--- src/rtl/axi_pwm_custom_gen.sv ---
// Four-channel PWM generator. Duties are latched at period wrap and can be
// slew-limited per period, so the LED outputs never glitch mid-period.
module axi_pwm_custom_gen #(
    parameter int DATA_WIDTH = 12,
    parameter int CLK_DIV    = 4,
    parameter int RAMP_STEP  = 0
) (
    input  logic                  pwm_clk,
    input  logic                  rstn,
    input  logic [DATA_WIDTH-1:0] data_channel_0,
    input  logic [DATA_WIDTH-1:0] data_channel_1,
    input  logic [DATA_WIDTH-1:0] data_channel_2,
    input  logic [DATA_WIDTH-1:0] data_channel_3,
    output logic                  pwm_led_0,
    output logic                  pwm_led_1,
    output logic                  pwm_led_2,
    output logic                  pwm_led_3,
    output logic                  period_start
);
    localparam int W = DATA_WIDTH;
    localparam logic [15:0]  DIV_LAST = 16'(CLK_DIV - 1);
    // The counter stops one short of all-ones so that duty 2^W-1 is constant high.
    localparam logic [W-1:0] CNT_LAST = {{(W-1){1'b1}}, 1'b0};
    localparam logic [W:0]   STEP     = (W+1)'(RAMP_STEP);

    logic [15:0]  div_cnt_reg;
    logic [W-1:0] cnt_reg;
    logic         tick;
    logic         wrap;
    logic [W-1:0] data_arr [4];
    logic [3:0]   led_bits;

    assign tick = (div_cnt_reg == DIV_LAST);
    assign wrap = tick && (cnt_reg == CNT_LAST);

    assign data_arr[0] = data_channel_0;
    assign data_arr[1] = data_channel_1;
    assign data_arr[2] = data_channel_2;
    assign data_arr[3] = data_channel_3;

    always_ff @(posedge pwm_clk or negedge rstn) begin
        if (!rstn) begin
            div_cnt_reg  <= '0;
            cnt_reg      <= '0;
            period_start <= 1'b0;
        end else begin
            div_cnt_reg <= tick ? '0 : div_cnt_reg + 16'd1;
            if (wrap) begin
                cnt_reg <= '0;
            end else if (tick) begin
                cnt_reg <= cnt_reg + W'(1);
            end
            period_start <= wrap;
        end
    end

    generate
        for (genvar gi = 0; gi < 4; gi++) begin : g_ch
            logic [W-1:0] tgt_reg;
            logic [W-1:0] tgt_next;
            logic [W-1:0] cur_reg;
            logic [W-1:0] cur_next;
            logic [W:0]   d_ext;
            logic [W:0]   c_ext;
            logic [W:0]   diff;
            logic         led_reg;

            // The slew is computed from the value being latched this cycle,
            // so a target change in the wrap cycle itself takes effect.
            always_comb begin
                tgt_next = wrap ? data_arr[gi] : tgt_reg;
                d_ext    = {1'b0, tgt_next};
                c_ext    = {1'b0, cur_reg};
                diff     = (d_ext >= c_ext) ? (d_ext - c_ext) : (c_ext - d_ext);
                cur_next = tgt_next;
                if ((STEP != '0) && (diff > STEP)) begin
                    if (d_ext > c_ext) begin
                        cur_next = W'(c_ext + STEP);
                    end else begin
                        cur_next = W'(c_ext - STEP);
                    end
                end
            end

            always_ff @(posedge pwm_clk or negedge rstn) begin
                if (!rstn) begin
                    tgt_reg <= '0;
                    cur_reg <= '0;
                    led_reg <= 1'b0;
                end else begin
                    tgt_reg <= tgt_next;
                    if (wrap) begin
                        cur_reg <= cur_next;
                    end
                    led_reg <= (cnt_reg < cur_reg);
                end
            end

            assign led_bits[gi] = led_reg;
        end
    endgenerate

    assign pwm_led_0 = led_bits[0];
    assign pwm_led_1 = led_bits[1];
    assign pwm_led_2 = led_bits[2];
    assign pwm_led_3 = led_bits[3];
endmodule

--- config.mk ---
export PLATFORM = sky130hd
export DESIGN_NAME = axi_pwm_custom_gen
export DESIGN_NICKNAME = d
export VERILOG_FILES = /design/src/rtl/axi_pwm_custom_gen.sv
export SDC_FILE = /design/constraint.sdc
export NUM_CORES = 1
export LEC_CHECK = 0
export ABC_CLOCK_PERIOD_IN_PS = 3400
export CORE_ASPECT_RATIO = 1.2
export CORE_UTILIZATION = 58
export DETAILED_ROUTE_END_ITERATION = 10
export GPL_TIMING_DRIVEN = 0
export PLACE_DENSITY = 0.93
export SYNTH_ARGS = -nofsm -noshare
export SYNTH_HDL_FRONTEND = slang
export SYNTH_SLANG_ARGS = --single-unit
--- constraint.sdc ---
create_clock -name pwm_clk -period 3.4 [get_ports pwm_clk]
set_input_delay 0.85 -clock pwm_clk [delete_from_list [all_inputs] [get_ports pwm_clk]]
set_output_delay 0.85 -clock pwm_clk [all_outputs]
set_load 0.03 [all_outputs]
; Yosys cells after proc, flatten, opt, wreduce, memory -nomap -nowiden
; Index checks and enable logic that the tools add are counted.
; Widths: inputs -> output; s select.
[word_totals]
ff_bits = 129
latchBits = 0
mem_bits_rw = 0
mem_bits_ro = 0
input_bits = 50
memories = 0
[classes]
n_addsub = 2
multipliers = 0
div = 0
magnitude_cmp = 4
n_eq_ne = 2
shift = 0
n_mux = 7
bitwise_logic = 0
n_reduce_logical = 2
[op_table]
columns = operator, count
row1 = $mux 12, 6
row2 = $lt 12x12->1, 4
row3 = $add 16x1->16 const B, 1
row4 = $eq 16x2->1 const B, 1
row5 = $mux 16, 1
row6 = $add 12x1->12 const B, 1
row7 = $eq 12x12->1 const B, 1
row8 = $reduce_bool 2->1, 1
row9 = $logic_and 1x1->1, 1

; Longest topological paths before layout
; Gate-level depths: netlist of the first run.
[logic_depth]
ltp_word = 3
ltp_mapped = 11

; Worst setup path before layout of the first run
; Ideal clock, no wire load.
[synth_timing]
kind = register to register
start = register div_cnt_reg[0]
end = register g_ch[1].cur_reg[10]
t_arrival_ns = 1.717
path_slack_ns = 1.551
path_stages_with_launch = 8
n_path_buf = 1
period_less_slack_ns = 1.849
path_cell_list = dfrtp_1 ha_1 nor4b_1 and4_1 nand2_2 inv_2 clkbuf_1 o21ai_0
[synth_between]
elab_chain_len = 3
[synth_lines]
columns = element, line
row1 = "start, declared", 26  ; logic [15:0] div_cnt_reg;
row2 = "start signal, assigned", 47  ; div_cnt_reg <= tick ? '0 : div_cnt_reg + 16'd1;
row3 = $eq 16x2->1 *, 33  ; assign tick = (div_cnt_reg == DIV_LAST);
row4 = $logic_and 1x1->1 *, 34  ; assign wrap = tick && (cnt_reg == CNT_LAST);
row5 = $mux 12, 71  ; tgt_next = wrap ? data_arr[gi] : tgt_reg;
row6 = "end signal, assigned", 93  ; cur_reg <= cur_next;
row7 = "end, declared", 61  ; logic [W-1:0] cur_reg;
; Every way passes the cells marked *; elsewhere a longest branch is shown, timed or not.
; A chain may end at the register's enable or synchronous reset.

; Final worst setup path of the first run
[layout_timing]
start = register div_cnt_reg[0]
end = register g_ch[1].cur_reg[5]
; Same word-level chain as after synthesis.

==> out/metrics.yaml, run 1 <==
timing:
  fin_ws_ns: 0.948
  maxSlewViolCount: 0
  hold_violations: 0
  period_needed_ns: 2.45
  worst_pin_slew_ns: 0.548
  setup_viol: 0
  fmax_mhz: 408
  tns_ns: 0
  slew_headroom_pct: 63.5
  fin_worst_skew_ns: 0.00838
  fin_crit_sh_pct: 72.1
  rsz0062_at_grt: "false"
drt:
  vias: 3610
  drtIter0Drc: 326
  drt_wl_total_mm: 10.2
  detail-route-antenna-nets: 0
  drc_errors: 0
  via_per_inst: 5.88
  drt-wirelength-per-cell_um: 16.6
  first_pass_iters: 5
synth:
  synth_cells: 454
  ys_seq_area_share_pct: 47.0
  yosysWarnings: 0
  async_reset_ff_share_pct: 100
  yosysUniqueCellTypes: 36
  synth_flop_cell: "dfrtp_1"
  synth_top_area_share_pct: 47.0
  synth_top_cell_by_area: "dfrtp_1"
  ys_ff_latch: 81
  syn_area_um2: 4310
  synth_nets: 551
  syn_area_per_cell_um2: 9.50
  synth_area_leaders: "dfrtp_1 47%, ha_1 14%, nand2_1 6.9%, o21ai_0 6.3%, inv_1 4.1%"
  synth_edf_count: 0
layout:
  regArea_um2: 2030
  area_delta_synth_final_pct: 20.2
  nFillCells: 502
  drive_above_1_share_pct: 5.15
  antenna_cells: 0
  post-route-util_pct: 71.7
  nets: 617
  multi_input_area_um2: 2010
  largest_reg_flops: 48
critical_path:
  cp_slowest_cell: "clkbuf_1"
  reg2regPathDepth: 7
  max_stage_delay_ns: 0.45
  crit_buf_inv: 2
  cp_cell_sequence: "ha_1, nor4b_1, and4_1, nand2_2, inv_2, clkbuf_1, o21ai_0"
  cp-start-kind: "flip-flop"
  cp_max_fo: 10
  critPathArrivalTime_ns: 2.67
  regToRegSetupSlack_ns: 0.95
  required_ns: 3.61
  r2r-end: "g_ch[1].cur_reg[5]"
  crit_type: "reg2reg"
  cp_top_family: "simple AND/OR/NAND/NOR gates"
  cp-end-kind: "flip-flop"
  reg2reg_from: "div_cnt_reg[0]"
min_path:
  hold_path.class: "in2async"
global_route:
  gr-total-overflow: 0
  antenna_found_initial: 0
  grt_pass1_vias: 3667
  grt_max_degree: 48
  grt_pass1_wl_mm: 16.7
  track_usage_pct: 28.7
place:
  io_buffer_count: 54
  place_ws_ns: 1.01
  gp_congestion: 0.913
  hpwlAfterDp_mm: 7.26
clock_network:
  cts-hold-fix-buffers: 0
  cts_inserted_buffers: 9
  root_buffer: "clkbuf_8"
  cts_max_level: 3
  clk_path_buf_depth: 2
  clk_pin_slew_ns: 0.08
  cts_resized: 0
  cts_sinks: 81
  cts_setup_buffers: 0
  cts_tree: "yes"
  clk_latency_ns: 0.35
floorplanning:
  die_h_um: 96.5
  fp.dieW_um: 80.7
  initial_core_util_pct: 59.6
  coreArea_um2: 7230
  dieArea_um2: 7790
  pin_count: 55
  num_rows: 34
pwr:
  ir_worst_vdd_mv: 0.235
  p_leak_nw: 2.61
  p_per_area_nw_per_um2: 339
outcome:
  status: "complete, no violations"
flow_run:
  cap_viol_max_count: 0
-- synthesized netlist by cell type (2+ instances only) --
| library cell | n |
|---|---|
| nor3_1 | 3 |
| nor4_1 | 2 |
| a31oi_1 | 4 |
| a21o_1 | 8 |
| o211ai_1 | 4 |
| nor3b_1 | 4 |
| o21ai_1 | 8 |
| and2_1 | 2 |
| o31ai_1 | 5 |
| nor2b_1 | 2 |
| clkbuf_1 | 6 |
| ha_1 | 47 |
| nor2_1 | 14 |
| and3_1 | 3 |
| a211oi_1 | 4 |
| nand3_1 | 11 |
| dfrtp_1 | 81 |
| nand4_1 | 10 |
| nand2b_1 | 5 |
| a21oi_1 | 16 |
| o21ai_0 | 54 |
| buf_6 | 6 |
| inv_1 | 47 |
| nand2_1 | 79 |
| and4_1 | 4 |
| xnor2_1 | 12 |
| xor2_1 | 4 |
-- worst max-delay path by stage --
| stage | cells after the start | end | start | slack [ns] |
|---|---|---|---|---|
| 2_1_floorplan | 7 | g_ch[1].cur_reg[10] | div_cnt_reg[0] | 1.55 |
| 3_3_place_gp | 1 | g_ch[2].cur_reg[6] | rstn | -1.26 |
| 3_5_place_dp | 7 | g_ch[1].cur_reg[5] | div_cnt_reg[0] | 1.01 |
| 4_1_cts | 7 | g_ch[1].cur_reg[5] | div_cnt_reg[0] | 0.98 |
| 5_1_grt | 7 | g_ch[2].cur_reg[1] | div_cnt_reg[0] | 0.80 |
| 6_report | 7 | g_ch[1].cur_reg[5] | div_cnt_reg[0] | 0.95 |
-- through the flow --
step	hold WS, ns	cell area, um^2	total power, W	cells
final	0.455	5190	0.00176	614
after global routing	0.485	5190	0.00181	614
after CTS	0.467	5190	0.00176	614
after detailed placement	0.471	4990	0.00106	599
after global placement	0.464	4970	0.00106	598
after floorplan	0.446	4310	0.000983	454
-- report_power, final --
group | switching [W] | internal, W
combinational | 0.0000275 | 0.0000523
sequential | 0 | 0.000962
clock | 0.000343 | 0.000374
-- cell usage in the layout (no fill, tap or decap), types with 2 or more instances in the layout --
master           Yosys  routed
o21ai_0             54      54
nor3_1               3       3
clkbuf_8             0      11
a31oi_1              4       4
clkbuf_1             6       7
o31ai_1              5       5
ha_1                47      47
o211ai_1             4       4
o21ai_1              8       8
nand3_1             11      11
nor2b_1              2       2
buf_6                6       6
a21oi_1             16      16
dfrtp_1             81      81
nand4_1             10      10
nor3b_1              4       4
and4_1               4       4
a21o_1               8       8
and2_1               2       2
clkdlybuf4s50_1      0      53
a211oi_1             4       4
nand2_1             79      79
clkinv_2             0       2
nand2b_1             5       5
nor2_1              14      14
xnor2_1             12      12
inv_1               47      47
and3_1               3       3
xor2_1               4       4
nor4_1               2       2
-- per-layer routing --
layer | track usage, % | vias up | share of wire [%]
li1 | - | 1683 | -
met3 | 5.35 | 48 | 4.9
met5 | 0 | - | 0
met4 | 14.0 | 0 | 4.0
met2 | 51.8 | 143 | 51
met1 | 32.3 | 1736 | 40
-- cell families after synthesis --
| family | synth area share, % |
|---|---|
| AO/OA/AOI/OAI | 13.9 |
| XOR/XNOR | 3.25 |
| adder cells (fa/ha/maj) | 13.6 |
| buffers and inverters | 6.38 |
| flip-flops | 47.0 |
| AND/OR/NAND/NOR | 15.8 |
-- cell type report --
class	count	share of cell area (%)
Sequential cell	81	39.1
Clock inverter	3	0.772
Buffer	13	1.83
Tap cell	90	2.17
Clock buffer	12	2.99
Multi-Input combinational cell	312	38.8
Inverter	48	3.47
Timing Repair Buffer	55	10.9
Power figures use the tool's default switching activity.
==> inputs of run 2 (changes only) <==
- ABC_CLOCK_PERIOD_IN_PS: 3400 -> 2000
- CORE_UTILIZATION: 58 -> 49
- PLACE_DENSITY: 0.93 -> 0.85
- clock period: 3.4 -> 2 ns (I/O delays scaled with it)
==> run 2 against run 1 <==
Register-to-register slack lost 0.84 ns. First-iteration DRC count fell by 43%. Fmax rose by 30%. Setup slack worse by 0.84 ns. Non-clock buffer count up 3. Die area is 18% higher. Critical path type unchanged. Largest cell class is now multi-input gates.
==> out/metrics.yaml, run 2 (synthesis results as in run 1) <==
outcome:
  status: "complete, no violations"
global_route:
  gr-total-overflow: 0  # unchanged
  grt_max_degree: 50  # +4.2%
  track_usage_pct: 22.6  # -6.1 points
  grt_pass1_vias: 3525  # -3.9%
  grt_pass1_wl_mm: 15.9  # -4.6%
  antenna_found_initial: 0  # unchanged
timing:
  fin_ws_ns: 0.111  # -0.837 ns
  slew_headroom_pct: 70.5  # +7.1 points
  worst_pin_slew_ns: 0.442  # -0.106 ns
  fmax_mhz: 529  # +30%
  maxSlewViolCount: 0  # unchanged
  whs_ns: 0.0704  # -0.385 ns
  fin_worst_skew_ns: 0.0104  # +0.00199 ns
  fin_crit_sh_pct: 94.5  # +22 points
  period_needed_ns: 1.89  # -0.563 ns
  rsz0062_at_grt: "false"
  hold_violations: 0  # unchanged
  setup_viol: 0  # unchanged
pwr:
  p_clk_share_pct: 38.3  # -2.4 points
  ir_worst_vdd_mv: 0.298  # +27%
  p_leak_nw: 2.62  # +0.33%
  p_per_area_nw_per_um2: 541  # +59%
  p_switching_w: 0.000658  # +78%
  swShare_pct: 22.9  # +1.9 points
  combPwrFrac_pct: 4.7  # +0.2 points
  cell_internal_pwr_w: 0.00221  # +59%
  power_frac_seq_pct: 57.0  # +2.3 points
place:
  gp_congestion: 0.890  # -2.5%
  hpwlAfterDp_mm: 7.03  # -3.1%
  place_ws_ns: -0.431  # -1.44 ns
  io_buffer_count: 54  # unchanged
flow_run:
  cap_viol_max_count: 0  # unchanged
drt:
  drc_errors: 0  # unchanged
  via_per_inst: 5.55  # -5.6%
  detail-route-antenna-nets: 0  # unchanged
  drtIter0Drc: 187  # -43%
  drt-wirelength-per-cell_um: 15.3  # -8.1%
  drt_wl_total_mm: 9.84  # -3.5%
  first_pass_iters: 5  # unchanged
  vias: 3581  # -0.80%
min_path:
  hold_path.class: "in2async"
layout:
  final_common_cell: "nand2_1"
  antenna_cells: 0  # unchanged
  drive_above_1_share_pct: 10.6  # +5.5 points
  nFillCells: 673  # +34%
  nets: 620  # +0.49%
  largest_reg_flops: 48  # unchanged
  multi_input_area_um2: 2060  # +2.4%
  area_delta_synth_final_pct: 23.0
  regArea_um2: 2040  # +0.80%
  final_cell_mix: "79 x nand2_1, 68 x dfrtp_1, 54 x o21ai_0"
clock_network:
  clk_path_buf_depth: 2  # unchanged
  clk_pin_slew_ns: 0.08  # about the same
  root_buffer: "clkbuf_8"
  cts_sinks: 81  # unchanged
  clk_latency_ns: 0.36  # about the same
  cts-hold-fix-buffers: 0  # unchanged
  cts_max_level: 3  # unchanged
  cts_tree: "yes"
  cts_inserted_buffers: 9  # unchanged
critical_path:
  cp_max_fo: 10  # unchanged
  cp-start-kind: "flip-flop"
  reg2regPathDepth: 10  # +3
  crit_start: "cnt_reg[0]"
  r2r-end: "g_ch[1].cur_reg[5]"
  regToRegSetupSlack_ns: 0.11  # -0.84 ns
  crit_type: "reg2reg"
  required_ns: 2.28  # -1.33 ns
  reg2reg_from: "cnt_reg[0]"
  cp-end-kind: "flip-flop"
  critPathArrivalTime_ns: 2.17  # -0.50 ns
  cp-endpoint: "g_ch[1].cur_reg[5]"
floorplanning:
  pin_count: 55  # unchanged
  coreArea_um2: 8560  # +18%
  die_h_um: 105  # +8.6%
  num_rows: 37  # +8.8%
  dieArea_um2: 9180  # +18%
  fp.dieW_um: 87.6  # +8.6%
  initial_core_util_pct: 50.4  # -9.3 points
## run 2: cell count changes in the layout (fill, tap and decap cells not counted), moves of 2 or more
cell,before,now
dfrtp_2,0,13
clkbuf_1,7,1
clkbuf_2,0,4
buf_4,1,5
nor4_1,2,0
dfrtp_1,81,68
clkinvlp_4,0,2
nor4_2,0,2
## run 2: power groups by stage
stage               Sequential, W  Clock, W  Combinational (W)
floorplan                 0.00167         0         0.00000107
global placement          0.00167         0           0.000128
detailed placement        0.00167         0           0.000137
CTS                       0.00164   0.00112           0.000137
global route              0.00164   0.00118           0.000148
finish                    0.00164   0.00110           0.000134
## run 2: stage by stage
stage | total power (W) | instance area [um^2] | std cells | util, % | setup TNS (ns)
5_1_grt | 0.00296 | 5310 | 645 | 62.0 | 0
2_1_floorplan | 0.00167 | 4310 | 454 | - | 0
4_1_cts | 0.00289 | 5250 | 642 | 61.3 | 0
6_report | 0.00287 | 5310 | 645 | 62.0 | 0
3_3_place_gp | 0.00180 | 5000 | 625 | 58.4 | -198.52
3_5_place_dp | 0.00181 | 5020 | 626 | 58.7 | -15.39
## run 2: worst min path at each step
stage / startpoint / endpoint / slack (ns)
2_1_floorplan: rstn / cnt_reg[0] / 0.20
5_1_grt: rstn / div_cnt_reg[9] / 0.11
3_5_place_dp: g_ch[2].cur_reg[0] / g_ch[2].cur_reg[0] / 0.47
3_3_place_gp: div_cnt_reg[15] / div_cnt_reg[15] / 0.46
6_report: rstn / div_cnt_reg[9] / 0.07
4_1_cts: rstn / div_cnt_reg[9] / 0.09
## run 2: metal layers
layer	wire, um	GRT usage, %	vias to the layer above	share of wire [%]
met5	0	0	-	0
met4	409	12.4	0	4.2
li1	-	-	1694	-
met1	4010	27.1	1717	41
met3	494	3.63	47	5.0
met2	4930	38.1	123	50
## run 2: repair_timing
item,CTS,global route
endpoints found under the setup margin,59,54
gates resized for setup,15,13
pin swaps,1,2
buffers inserted,1,3
## run 2: area by class of cell
| type | instances | share of cell area [%] |
|---|---|---|
| Inverter | 48 | 3.44 |
| Clock buffer | 10 | 2.59 |
| Sequential cell | 81 | 38.5 |
| Tap cell | 117 | 2.76 |
| Multi-Input combinational cell | 312 | 38.8 |
| Buffer | 12 | 1.89 |
| Clock inverter | 6 | 0.802 |
| Timing Repair Buffer | 59 | 11.2 |
## run 2: critical path, stage by stage (launching register included)
cell	delay (ns)
dfrtp_2	0.46
inv_1	0.08
ha_1	0.15
nand2_1	0.10
nor4_4	0.30
nand2_2	0.12
inv_4	0.12
buf_8	0.17
buf_6	0.15
nand2_1	0.07
o21ai_0	0.08
==> inputs of run 3 (changes only) <==
- SLEW_MARGIN: unset -> 20
==> results of run 3 <==
No change in the layout: final DEF, timing and power equal those of run 2.
